File: src/rtl/uart_doc_receiver_if.sv
// ============================================================================
// Module      : uart_doc_receiver_if
// Description : Document RAM write port handshake (ready/valid style).
// Revision    : 1.0 - initial release
// ============================================================================
`default_nettype none

interface uart_doc_receiver_if;
    logic       doc_wr_ready;
    logic       doc_we;
    logic [8:0] doc_addr;
    logic [7:0] doc_data;

    modport master (
        input  doc_wr_ready,
        output doc_we,
        output doc_addr,
        output doc_data
    );

    modport slave (
        output doc_wr_ready,
        input  doc_we,
        input  doc_addr,
        input  doc_data
    );
endinterface

`default_nettype wire

File: src/rtl/uart_doc_receiver.sv
// ============================================================================
// Module      : uart_doc_receiver
// Description : UART 8N1 receiver writing printable bytes into the document
//               RAM at a wrapping text cursor.
// Revision    : 1.0 - initial release
// ============================================================================
`default_nettype none

module uart_doc_receiver #(
    parameter int CLKS_PER_BIT = 10416,
    parameter int COLS         = 20,
    parameter int ROWS         = 15
) (
    input  wire logic            clk,
    input  wire logic            rst_n,
    input  wire logic            RsRx,
    input  wire logic            clear,
    uart_doc_receiver_if.master  doc,
    output logic                 rx_busy,
    output logic                 frame_err,
    output logic                 overrun
);

    localparam int             TW       = $clog2(CLKS_PER_BIT);
    localparam logic [TW-1:0]  BIT_END  = TW'(CLKS_PER_BIT - 1);
    localparam logic [TW-1:0]  HALF_END = TW'(CLKS_PER_BIT / 2 - 1);
    localparam logic [4:0]     COL_LAST = 5'(COLS - 1);
    localparam logic [3:0]     ROW_LAST = 4'(ROWS - 1);

    typedef enum logic [1:0] {
        S_IDLE  = 2'd0,
        S_START = 2'd1,
        S_DATA  = 2'd2,
        S_STOP  = 2'd3
    } state_t;

    logic          rx_meta;
    logic          rx_sync;
    logic          rx_prev;
    logic [1:0]    sync_fill;

    state_t        state;
    logic [TW-1:0] timer;
    logic [2:0]    bit_idx;
    logic [7:0]    shift;
    logic [3:0]    row;
    logic [4:0]    col;

    logic          fall;
    logic          printable;
    logic [4:0]    col_inc;
    logic [3:0]    row_inc;
    logic [3:0]    row_adv;

    // rx_prev only tracks the line once the synchroniser holds real samples,
    // so a line held low through reset cannot fake a start bit.
    always_ff @(posedge clk or negedge rst_n) begin
        if (!rst_n) begin
            rx_meta   <= 1'b1;
            rx_sync   <= 1'b1;
            rx_prev   <= 1'b0;
            sync_fill <= 2'b00;
        end else begin
            rx_meta   <= RsRx;
            rx_sync   <= rx_meta;
            sync_fill <= {sync_fill[0], 1'b1};
            rx_prev   <= sync_fill[1] ? rx_sync : 1'b0;
        end
    end

    assign fall      = rx_prev & ~rx_sync;
    assign printable = (shift >= 8'h20) && (shift <= 8'h7E);
    assign col_inc   = (col == COL_LAST) ? 5'd0 : col + 5'd1;
    assign row_inc   = (row == ROW_LAST) ? 4'd0 : row + 4'd1;
    assign row_adv   = (col == COL_LAST) ? row_inc : row;

    always_ff @(posedge clk or negedge rst_n) begin
        if (!rst_n) begin
            state        <= S_IDLE;
            timer        <= '0;
            bit_idx      <= 3'd0;
            shift        <= 8'h00;
            row          <= 4'd0;
            col          <= 5'd0;
            rx_busy      <= 1'b0;
            frame_err    <= 1'b0;
            overrun      <= 1'b0;
            doc.doc_we   <= 1'b0;
            doc.doc_addr <= 9'd0;
            doc.doc_data <= 8'h00;
        end else begin
            frame_err <= 1'b0;
            overrun   <= 1'b0;
            if (doc.doc_we && doc.doc_wr_ready) begin
                doc.doc_we <= 1'b0;
            end

            case (state)
                S_IDLE: begin
                    if (fall) begin
                        state   <= S_START;
                        timer   <= '0;
                        rx_busy <= 1'b1;
                    end
                end
                S_START: begin
                    if (timer == HALF_END) begin
                        timer <= '0;
                        if (!rx_sync) begin
                            state   <= S_DATA;
                            bit_idx <= 3'd0;
                        end else begin
                            state   <= S_IDLE;
                            rx_busy <= 1'b0;
                        end
                    end else begin
                        timer <= timer + 1'b1;
                    end
                end
                S_DATA: begin
                    if (timer == BIT_END) begin
                        timer   <= '0;
                        shift   <= {rx_sync, shift[7:1]};
                        bit_idx <= bit_idx + 3'd1;
                        if (bit_idx == 3'd7) begin
                            state <= S_STOP;
                        end
                    end else begin
                        timer <= timer + 1'b1;
                    end
                end
                S_STOP: begin
                    if (timer == BIT_END) begin
                        timer   <= '0;
                        state   <= S_IDLE;
                        rx_busy <= 1'b0;
                        if (!rx_sync) begin
                            frame_err <= 1'b1;
                        end else if (shift == 8'h0D) begin
                            col <= 5'd0;
                            row <= row_inc;
                        end else if (printable) begin
                            // A still-pending write keeps its slot; the new byte is lost.
                            if (doc.doc_we) begin
                                overrun <= 1'b1;
                            end else begin
                                doc.doc_we   <= 1'b1;
                                doc.doc_addr <= {row, col};
                                doc.doc_data <= shift;
                                col          <= col_inc;
                                row          <= row_adv;
                            end
                        end
                    end else begin
                        timer <= timer + 1'b1;
                    end
                end
                default: begin
                    state   <= S_IDLE;
                    rx_busy <= 1'b0;
                end
            endcase

            if (clear) begin
                row <= 4'd0;
                col <= 5'd0;
            end
        end
    end

endmodule

`default_nettype wire

File: src/flat_wrapper.sv
// flat-port wrapper written by rule: the top's interface ports become plain ports
module uart_doc_receiver_flat 
#(
    parameter int CLKS_PER_BIT = 10416,
    parameter int COLS         = 20,
    parameter int ROWS         = 15
)
  (clk, rst_n, RsRx, clear, rx_busy, frame_err, overrun, doc_doc_wr_ready, doc_doc_we, doc_doc_addr, doc_doc_data);
  uart_doc_receiver_if doc_i ();
  input  wire logic clk;
  input  wire logic rst_n;
  input  wire logic RsRx;
  input  wire logic clear;
  output logic rx_busy;
  output logic frame_err;
  output logic overrun;
  input wire logic [$bits(doc_i.doc_wr_ready)-1:0] doc_doc_wr_ready;
  output wire logic [$bits(doc_i.doc_we)-1:0] doc_doc_we;
  output wire logic [$bits(doc_i.doc_addr)-1:0] doc_doc_addr;
  output wire logic [$bits(doc_i.doc_data)-1:0] doc_doc_data;
  assign doc_i.doc_wr_ready = doc_doc_wr_ready;
  assign doc_doc_we = doc_i.doc_we;
  assign doc_doc_addr = doc_i.doc_addr;
  assign doc_doc_data = doc_i.doc_data;
  uart_doc_receiver #(.CLKS_PER_BIT(CLKS_PER_BIT), .COLS(COLS), .ROWS(ROWS)) u_core (.clk(clk), .rst_n(rst_n), .RsRx(RsRx), .clear(clear), .doc(doc_i), .rx_busy(rx_busy), .frame_err(frame_err), .overrun(overrun));
endmodule
File: config.mk
export PLATFORM = sky130hd
export DESIGN_NAME = uart_doc_receiver_flat
export DESIGN_NICKNAME = d
export VERILOG_FILES = /design/src/rtl/uart_doc_receiver_if.sv /design/src/rtl/uart_doc_receiver.sv /design/src/flat_wrapper.sv
export SDC_FILE = /design/constraint.sdc
export NUM_CORES = 1
export LEC_CHECK = 0
export BUFFER_PORTS_ARGS = -buffer_cell sky130_fd_sc_hd__buf_4
export CAP_MARGIN = 0
export CORE_MARGIN = 4
export CORE_UTILIZATION = 35
export DETAILED_ROUTE_END_ITERATION = 8
export GPL_ROUTABILITY_DRIVEN = 0
export SYNTH_ARGS = -nofsm -noshare
export SYNTH_HDL_FRONTEND = slang
export SYNTH_SLANG_ARGS = --single-unit
File: constraint.sdc
create_clock -name clk -period 3.4 [get_ports clk]
set_clock_uncertainty 0.1 [all_clocks]
set_input_delay 0.68 -clock clk [delete_from_list [all_inputs] [get_ports clk]]
set_output_delay 0.68 -clock clk [all_outputs]
set_load 0.02 [all_outputs]
==> run_results.csv <==
group,metric,value,unit
run_status,status,"finished clean",
timing,period_share,0.8019,
logic_synthesis,synthTopCellsByCount,"60 x dfrtp_1, 20 x nand3_1, 16 x mux2_2",
setup_path,r2r_setup_slack,0.67,ns
global_route,grt_pass1_wl,10070,um
drt,antenna_left,0,
logic_synthesis,ys_seq_area_frac,0.5225,
setup_path,max_stage_delay,0.61,ns
logic_synthesis,synth_area_leaders,"dfrtp_1 50%, mux2_2 6.1%, mux2_4 4.0%, nand3_1 3.4%, ha_1 2.5%",
hold_path,hp-start,"u_core.sync_fill[0]",
placement,hpwlAfterDp,3925,um
timing,slew_violations,0,
setup_path,crit_required,3.53,ns
floorplan,num_io_pins,26,
final_layout,drive_above_1_share,0.2550,
drt,drt_first_iter_violations,79,
logic_synthesis,syn-num-nets,280,
clock_tree,clk_pin_slew,0.07,ns
logic_synthesis,yosysWarnings,0,
global_route,grt_overflow,0,
setup_path,critPathTopFamily,"simple AND/OR/NAND/NOR gates",
drt,route.detailed.drc,0,
setup_path,crit_buf_inv,0,
timing,fmax,366.8,MHz
clock_tree,cts-root-buf,"clkbuf_8",
timing,finalCriticalPeriod,2.726,ns
global_route,antenna_found_initial,0,
timing,fin_hold_ws,0.2558,ns
final_layout,layout.area.seq,1554,um^2
setup_path,cp_slowest_cell,"or4_4",
clock_tree,clock_latency,0.35,ns
logic_synthesis,synth-async-reset-ratio,1.000,
setup_path,rr_worst_depth,6,
clock_tree,numCtsBuffers,9,
clock_tree,cts_hold_buffers,0,
hold_path,hold_path.class,"register to register",
clock_tree,cts_tree,"done",
final_layout,fillers,816,
logic_synthesis,syn_inst,269,
run,maxCapViolations,0,
drt,drt_wl_total,5852,um
setup_path,critPathMaxFanout,18,
clock_tree,cts_resized,0,
global_route,grt_max_degree,63,
floorplan,core-area,8258,um^2
logic_synthesis,synth_cell_type_count,53,
power,power_density,513.1,nW/um^2
logic_synthesis,synth.largest_area_cell,"dfrtp_1",
setup_path,r2r_start,"u_core.timer[0]",
power,leakage,1.599,nW
drt,num_vias,2130,
timing,rsz0062_at_grt,"false",
placement,portBuffers,25,
timing,tightest_slew,0.7675,ns
drt,drt_pass1_iterations,4,
setup_path,cp_data_arrival_time,2.85,ns
final_layout,multi_input_area,1289,um^2
floorplan,start_util,0.3602,
logic_synthesis,synth_top_cell_area_share,0.5048,
floorplan,die_w,100.2,um
setup_path,path_cells,"ha_1 -> and4_1 -> nand4_2 -> or4_4 -> nor2_8 -> mux2_2",
global_route,grt_pass1_vias,2056,
setup_path,critical_path_class,"register to register",
setup_path,cp-end-kind,"register",
power,peakVddDrop,0.2218,mV
timing,fin_setup_tns,0,ns
setup_path,start_kind,"register",
clock_tree,clkSinkCount,62,
floorplan,rows,33,
hold_path,min_path_cells,0,
logic_synthesis,ys_dominant_reg_cell,"dfrtp_1",
logic_synthesis,avgSynthCellArea,11.06,um^2
logic_synthesis,synth_seq_cells,62,
clock_tree,cts_setup_buffers,0,
logic_synthesis,syn_area,2974,um^2
timing,finalHoldViolCount,0,
power,power,0.001763,W
logic_synthesis,synth_edf_count,0,
clock_tree,cts_max_level,3,
hold_path,worstHoldEndpoint,"u_core.sync_fill[1]",
drt,vias_per_cell,5.285,
logic_synthesis,synth_most_common_cell,"dfrtp_1",
final_layout,area_delta_synth_final,15.52,%
global_route,grt_usage,0.1270,
drt,wl_per_cell,14.52,um
final_layout,diodes,0,
timing,relSlewSlack,0.4883,
setup_path,timing.rr.end,"u_core.doc.doc_data[1]",
final_layout,fin_nets,304,
floorplan,die_area,10040,um^2
timing,setup_viol,0,
clock_tree,clock_path_buffers,2,
floorplan,fp.dieH,100.2,um
-- worst max path at each step --
stage	start	endpoint	slack (ns)	cells after the start
detailed placement	u_core.timer[0]	u_core.doc.doc_data[1]	0.69	6
floorplan	u_core.timer[0]	u_core.doc.doc_addr[0]	0.96	7
global placement	u_core.timer[0]	u_core.doc.doc_data[2]	0.77	6
CTS	u_core.timer[0]	u_core.doc.doc_data[1]	0.67	6
global route	u_core.timer[0]	u_core.doc.doc_data[1]	0.57	6
finish	u_core.timer[0]	u_core.doc.doc_data[1]	0.67	6
-- final cells by class --
type	instances	area share
inverter	14	0.01529
clock inverter	7	0.02185
clock buffer	9	0.03605
tap	105	0.03824
timing repair buffer	28	0.06118
multi-input combinational	178	0.3751
sequential	62	0.4523
-- sequential cells by signal (all words and copies together), names as in the netlist, named ones only --
register	cells
u_core.rx_sync	1
u_core.state	1
u_core.doc.doc_we	1
u_core.frame_err	1
u_core.overrun	1
u_core.sync_fill	2
u_core.col	5
u_core.shift	8
u_core.row	4
u_core.rx_meta	1
u_core.rx_busy	1
u_core.rx_prev	1
u_core.timer	14
u_core.bit_idx	3
u_core.doc.doc_data	8
u_core.doc.doc_addr	9
-- kinds of logic after synthesis --
logic type                 Yosys count  share of synthesized area
and+or+nand+nor                     88                     0.1729
DFF                                 62                     0.5225
AOI/OAI and AO/OA                   56                     0.1233
buffers and inverters               29                    0.04417
muxes                               26                     0.1077
adders and majority gates            6                    0.02524
other                                1                   0.001261
xor gates and xnor gates             1                   0.002945
-- layout by cell type (no fill, tap or decap), types with 6 or more instances in the layout --
cell / Yosys / layout
mux2_4: 8 / 8
inv_1: 14 / 14
nand3_1: 20 / 20
a22o_1: 6 / 6
a31oi_1: 6 / 6
ha_1: 6 / 6
mux2_2: 16 / 16
o21ai_0: 13 / 13
dfrtp_1: 60 / 60
a21oi_1: 13 / 13
nor3_1: 7 / 7
clkbuf_8: 0 / 9
nor2_1: 11 / 11
nand2_1: 12 / 12
buf_4: 1 / 28
-- power breakdown --
part / leakage [nW] / internal, W / switching [W]
sequential: 0.825 / 0.000798 / 0.0000862
combinational: 0.683 / 0.0000955 / 0.000134
clock: 0.0914 / 0.000339 / 0.000310
total: 1.60 / 0.00123 / 0.000531
-- stage by stage --
stage	instance area, um^2	worst slack (ns)	utilization	instances
after floorplan	2974	0.9626	-	269
after global placement	3237	0.7707	0.3920	387
after detailed placement	3237	0.6859	0.3920	387
after CTS	3436	0.6669	0.4161	403
after global routing	3436	0.5723	0.4161	403
final	3436	0.6735	0.4161	403
-- per-layer routing --
layer  GRT usage  wire [um]  vias to the layer above
met5           0          0                        -
met2      0.1855       2653                       36
met3     0.03058        210                       10
met1      0.1719       2861                     1055
met4     0.07254        127                        0
li1            -          -                     1029
Power figures use the tool's default switching activity.
